--- src/rtl/coord_queue_pkg.sv ---
`default_nettype none
// ============================================================================
// Module      : coord_queue_pkg
// Description : Shared coordinate constants and types. Used by the queue and
//               the stack blocks so both keep entries in the same {x,y} form.
// Revision    : 1.0 - initial release
// ============================================================================
package coord_queue_pkg;

    // Width of one coordinate component
    localparam int COORD_W     = 4;
    // Default number of stored entries (power of two)
    localparam int COORD_DEPTH = 16;
    // One stored entry is {x,y}, x in the upper half
    localparam int ENTRY_W     = 2 * COORD_W;

    // Which of the two requests actually take effect on an edge
    typedef enum logic [1:0] {
        OP_NONE = 2'b00,
        OP_POP  = 2'b01,
        OP_PUSH = 2'b10,
        OP_BOTH = 2'b11
    } op_kind_t;

endpackage : coord_queue_pkg
`default_nettype wire

--- src/rtl/coord_queue_mem.sv ---
`default_nettype none
// ============================================================================
// Module      : coord_queue_mem
// Description : Coordinate storage array. One synchronous write port and one
//               asynchronous read port. No reset: stale contents are never
//               reachable because the controller's count gates every read.
// Revision    : 1.0 - initial release
// ============================================================================
module coord_queue_mem #(
    parameter int DEPTH = 16,
    parameter int EW    = 8
) (
    input  logic                     clk,
    input  logic                     we,
    input  logic [$clog2(DEPTH)-1:0] waddr,
    input  logic [EW-1:0]            wdata,
    input  logic [$clog2(DEPTH)-1:0] raddr,
    output logic [EW-1:0]            rdata
);

    logic [EW-1:0] mem [DEPTH];

    // Write port: commit the entry on the rising edge when enabled
    always_ff @(posedge clk) begin
        if (we) begin
            mem[waddr] <= wdata;
        end
    end

    // Read port is combinational so a pop sees the head entry within the
    // same cycle it is requested; a simultaneous write to the same slot only
    // lands at the edge, after the old value has been captured.
    assign rdata = mem[raddr];

endmodule : coord_queue_mem
`default_nettype wire

--- src/rtl/coord_queue.sv ---
`default_nettype none
// ============================================================================
// Module      : coord_queue
// Description : FIFO of {x,y} coordinate pairs. Pointer/count control lives
//               here; storage is the coord_queue_mem sub-module. Dequeued
//               data is registered with a one-cycle valid pulse, refused
//               requests produce a one-cycle fail pulse.
// Revision    : 1.0 - initial release
// ============================================================================
module coord_queue
    import coord_queue_pkg::*;
#(
    parameter int DEPTH = COORD_DEPTH,   // must be a power of two, >= 2
    parameter int CW    = COORD_W
) (
    input  logic                   clk,
    input  logic                   rst,
    input  logic [CW-1:0]          xIn,
    input  logic [CW-1:0]          yIn,
    input  logic                   push,
    input  logic                   pop,
    output logic [CW-1:0]          xOut,
    output logic [CW-1:0]          yOut,
    output logic                   valid,
    output logic                   fail,
    output logic                   empty,
    output logic                   full,
    output logic [$clog2(DEPTH):0] count
);

    localparam int AW   = $clog2(DEPTH);
    localparam int CNTW = AW + 1;
    localparam int EW   = 2 * CW;

    logic [AW-1:0]   head;
    logic [AW-1:0]   tail;
    logic [CNTW-1:0] count_next;
    logic [EW-1:0]   rd_entry;
    logic            do_pop;
    logic            do_push;
    logic            req_fail;
    op_kind_t        op;

    // Status flags are a pure decode of the occupancy count
    assign empty = (count == '0);
    assign full  = (count == CNTW'(DEPTH));

    // A pop needs something stored. A push needs a free slot, except that a
    // pop on the same edge frees one, so a full queue still accepts a push
    // paired with a pop. With an empty queue the pop fails even though the
    // push proceeds: nothing falls through from input to output.
    assign do_pop   = pop && !empty;
    assign do_push  = push && (!full || do_pop);
    assign req_fail = (pop && empty) || (push && !do_push);
    assign op       = op_kind_t'({do_push, do_pop});

    // Occupancy update from the accepted operations
    always_comb begin
        count_next = count;
        case (op)
            OP_PUSH: count_next = count + CNTW'(1);
            OP_POP:  count_next = count - CNTW'(1);
            default: count_next = count;
        endcase
    end

    // Pointers, count and the registered output pair; reset drops every
    // queued entry at once and masks any request presented while held
    always_ff @(posedge clk or posedge rst) begin
        if (rst) begin
            head  <= '0;
            tail  <= '0;
            count <= '0;
            xOut  <= '0;
            yOut  <= '0;
            valid <= 1'b0;
            fail  <= 1'b0;
        end else begin
            count <= count_next;
            valid <= do_pop;
            fail  <= req_fail;
            if (do_push) begin
                tail <= tail + AW'(1);   // wraps modulo DEPTH
            end
            if (do_pop) begin
                head <= head + AW'(1);   // wraps modulo DEPTH
                xOut <= rd_entry[EW-1:CW];
                yOut <= rd_entry[CW-1:0];
            end
        end
    end

    coord_queue_mem #(
        .DEPTH (DEPTH),
        .EW    (EW)
    ) u_mem (
        .clk   (clk),
        .we    (do_push),
        .waddr (tail),
        .wdata ({xIn, yIn}),
        .raddr (head),
        .rdata (rd_entry)
    );

endmodule : coord_queue
`default_nettype wire

--- config.mk ---
export PLATFORM = sky130hd
export DESIGN_NAME = coord_queue
export DESIGN_NICKNAME = d
export VERILOG_FILES = /design/src/rtl/coord_queue_pkg.sv /design/src/rtl/coord_queue_mem.sv /design/src/rtl/coord_queue.sv
export SDC_FILE = /design/constraint.sdc
export NUM_CORES = 1
export LEC_CHECK = 0
export BUFFER_PORTS_ARGS = -buffer_cell sky130_fd_sc_hd__buf_2
export CAP_MARGIN = 20
export CORE_ASPECT_RATIO = 1.25
export CORE_MARGIN = 3
export CORE_UTILIZATION = 40
export CTS_CLUSTER_DIAMETER = 80
export DETAILED_ROUTE_END_ITERATION = 8
export GPL_TIMING_DRIVEN = 1
export SLEW_MARGIN = 20
export SYNTH_ARGS = -nofsm -noshare
export SYNTH_HDL_FRONTEND = slang
export SYNTH_SLANG_ARGS = --single-unit
--- constraint.sdc ---
create_clock -name clk -period 4.7 [get_ports clk]
set_input_delay 0.94 -clock clk [delete_from_list [all_inputs] [get_ports clk]]
set_output_delay 0.94 -clock clk [all_outputs]
set_load 0.005 [all_outputs]
==> qor.csv <==
metric,value,unit
yosys.area.top_type,edfxtp_1,
path_clk_slew,0.06,ns
wirelength,12200,um
hold_path.class,reg -> reg,
synthSimpleGateAreaFrac,3.65,%
clockRootBuffer,clkbuf_16,
layout-area-overhead-vs-synth,13.9,%
ys_types,41,
post-route-period-util,56.8,%
synth_warnings,0,
rsz0062_at_grt,false,
rows,49,
grt_util_met3,4.04,%
hold_viol_final,0,
regArea,0.00442,mm^2
use_met1,21.7,%
setup_viol,0,
clock_path_buffers,2,
grt_pass1_wl,19400,um
ios,29,
synth_mux_area_share,14.4,%
fillers,1243,
worst_path_max_delay_cell,nor4_2,
async_reset_ff_share,15.2,%
post-route-util,47.3,%
drv_slew,0,
p_leak,2.34,nW
cp-end-kind,flip-flop,
syn_area,0.00606,mm^2
fmax,375,MHz
worstPathArrival,2.95,ns
cp.required,4.99,ns
synth.most_common_cell,edfxtp_1,
dp_hpwl,8070,um
maxCapViolations,0,
diodes,0,
synth_area_leaders,"edfxtp_1 63%, mux4_2 12%, dfrtp_1 9.5%, mux2_2 1.9%, ha_1 1.7%",
io_buffers,28,
ys_ff_latch,151,
critPathMaxStageDelay,0.54,ns
start_util,41.6,%
cts_sinks,151,
synthTopCellsByCount,"128 x edfxtp_1, 32 x mux4_2, 23 x dfrtp_1",
fin_setup_tns,0,ns
hold_buffers,0,
fin_crit,2.67,ns
antenna_found_initial,0,
layout-drive-gt1-share,30.8,%
wire_per_inst,22.6,um
synth-edff-count,128,
die_h,144,um
synth_flop_cell,edfxtp_1,
fin_skew,0.00854,ns
ir_drop,0.299,mV
synthXorXnorAreaFrac,1.30,%
grt_use_total,16.2,%
crit_path_start,count[0],
path_cells,nor4_2 > a21oi_1 > fa_1 > a21o_1 > a21oi_1 > mux2i_1 > nand3_1,
nets,368,
synth.yosys.seq_area_share,72.9,%
top_usage_layer,met2,
post_cts_buffers,0,
route.vias.total,2986,
worst-path-max-fanout,6,
synth_fp_nets,336,
dieArea,0.0167,mm^2
avgSynthCellArea,19.3,um^2
critPathBufInv,0,
worstMarginPinSlew,1.02,ns
grt_use_met2,26.4,%
multi_input_comb_area,0.00155,mm^2
worstHoldStart,yOut[2],
max-slew-margin-rel,31.2,%
synth_cells,315,
die-width,116,um
crit_path_frequent_cell,a21oi_1,
clock_latency,0.42,ns
place_congestion,0.787,
core_area,0.0146,mm^2
cts_buffers,17,
first_pass_iters,5,
synth-compound-area-share,3.88,%
synth_top_area_share,63.4,%
grt_pass1_vias,3192,
synth_adder_area_share,1.98,%
rr_startpoint,count[0],
grt_max_degree,34,
viasPerCell,5.55,
crit_type,reg -> reg,
cts_tree,yes,
startpoint_type,flip-flop,
power_density,614,mW/mm^2
cts_htree_levels,4,
crit_family,compound AO/OA/AOI/OAI gates,
drc,0,
ant_nets,0,
grt.overflow.total,0,
synth_top_family_by_area,multiplexers,
drt_iter0_markers,215,
status,"complete, no violations",
ctsResizeCount,0,
where the power goes:
group / internal [W] / total, W / switching (W)
logic: 0.000552 / 0.00107 / 0.000523
registers: 0.00167 / 0.00191 / 0.000239
clock network: 0.000769 / 0.00126 / 0.000493
layout make-up:
cell class | instances | area share (%)
sequential | 151 | 64.0
inverter | 4 | 0.217
clock inverter | 12 | 1.59
timing repair buffer | 30 | 2.25
tap | 178 | 3.22
clock buffer | 20 | 6.32
multi-input combinational | 143 | 22.4
cell families (layout without fill, tap and decap cells):
kind of cell / count (synthesis) / count (layout)
adder cells (fa/ha/maj): 9 / 9
flip-flops: 151 / 151
XOR/XNOR: 9 / 9
AO/OA/AOI/OAI: 37 / 37
buffers and inverters: 21 / 66
multiplexers: 46 / 46
AND/OR/NAND/NOR: 42 / 42
layout by cell type, fill, tap and decap left out, types with 2 or more instances in the layout:
master,netlist,final
xor2_1,2,2
xnor2_1,7,7
o22ai_1,16,16
mux2i_1,2,2
clkinvlp_4,0,2
clkinv_1,0,4
clkinv_2,0,4
nor3_1,5,2
bufinv_16,0,2
dfrtp_2,0,2
ha_1,8,8
mux2_1,2,2
mux4_2,32,32
a21oi_1,12,12
clkbuf_16,0,17
nor2_1,16,16
mux2_2,10,10
clkbuf_1,5,3
nand2_1,7,7
buf_4,2,2
nor3_2,0,3
edfxtp_1,128,128
buf_2,3,28
dfrtp_1,23,21
inv_1,4,4
nand2b_1,5,5
flip-flops by register name, summed over array words and instances (netlist names):
signal and cells:
fail 1, tail 4, xOut 4, u_mem.mem 128, yOut 4, valid 1
head 4, count 5
through the flow:
stage / power, W / hold slack, ns / cells / setup WS (ns) / area, um^2
floorplan: 0.00269 / 0.506 / 315 / 2.15 / 6060
global placement: 0.00301 / 0.560 / 506 / 1.53 / 6350
detailed placement: 0.00303 / 0.562 / 506 / 1.58 / 6360
CTS: 0.00429 / 0.574 / 538 / 1.97 / 6900
global route: 0.00448 / 0.614 / 538 / 1.81 / 6910
finish: 0.00424 / 0.570 / 538 / 2.03 / 6910
metal layers:
metal | vias to the layer above | wire, um
met5 | - | 0
met4 | 0 | 131
met3 | 12 | 491
met2 | 79 | 6240
met1 | 1564 | 5300
li1 | 1331 | -
worst paths after layout:
kind	slack (ns)	to	cells past startpoint
worst max-delay path	2.03	count[4]	7
max in group asynchronous	3.38	head[3]	2
min in group asynchronous	0.71	tail[2]	2
worst max register to register	2.03	count[4]	7
worst min-delay path	0.57	yOut[2]	2
worst min register to register	0.57	yOut[2]	2
worst min-delay path, delay by kind of cell (launching register included):
family | cells | cell delay, ns
compound gates | 2 | 0.19
flops | 1 | 0.34
Power figures use the tool's default switching activity.
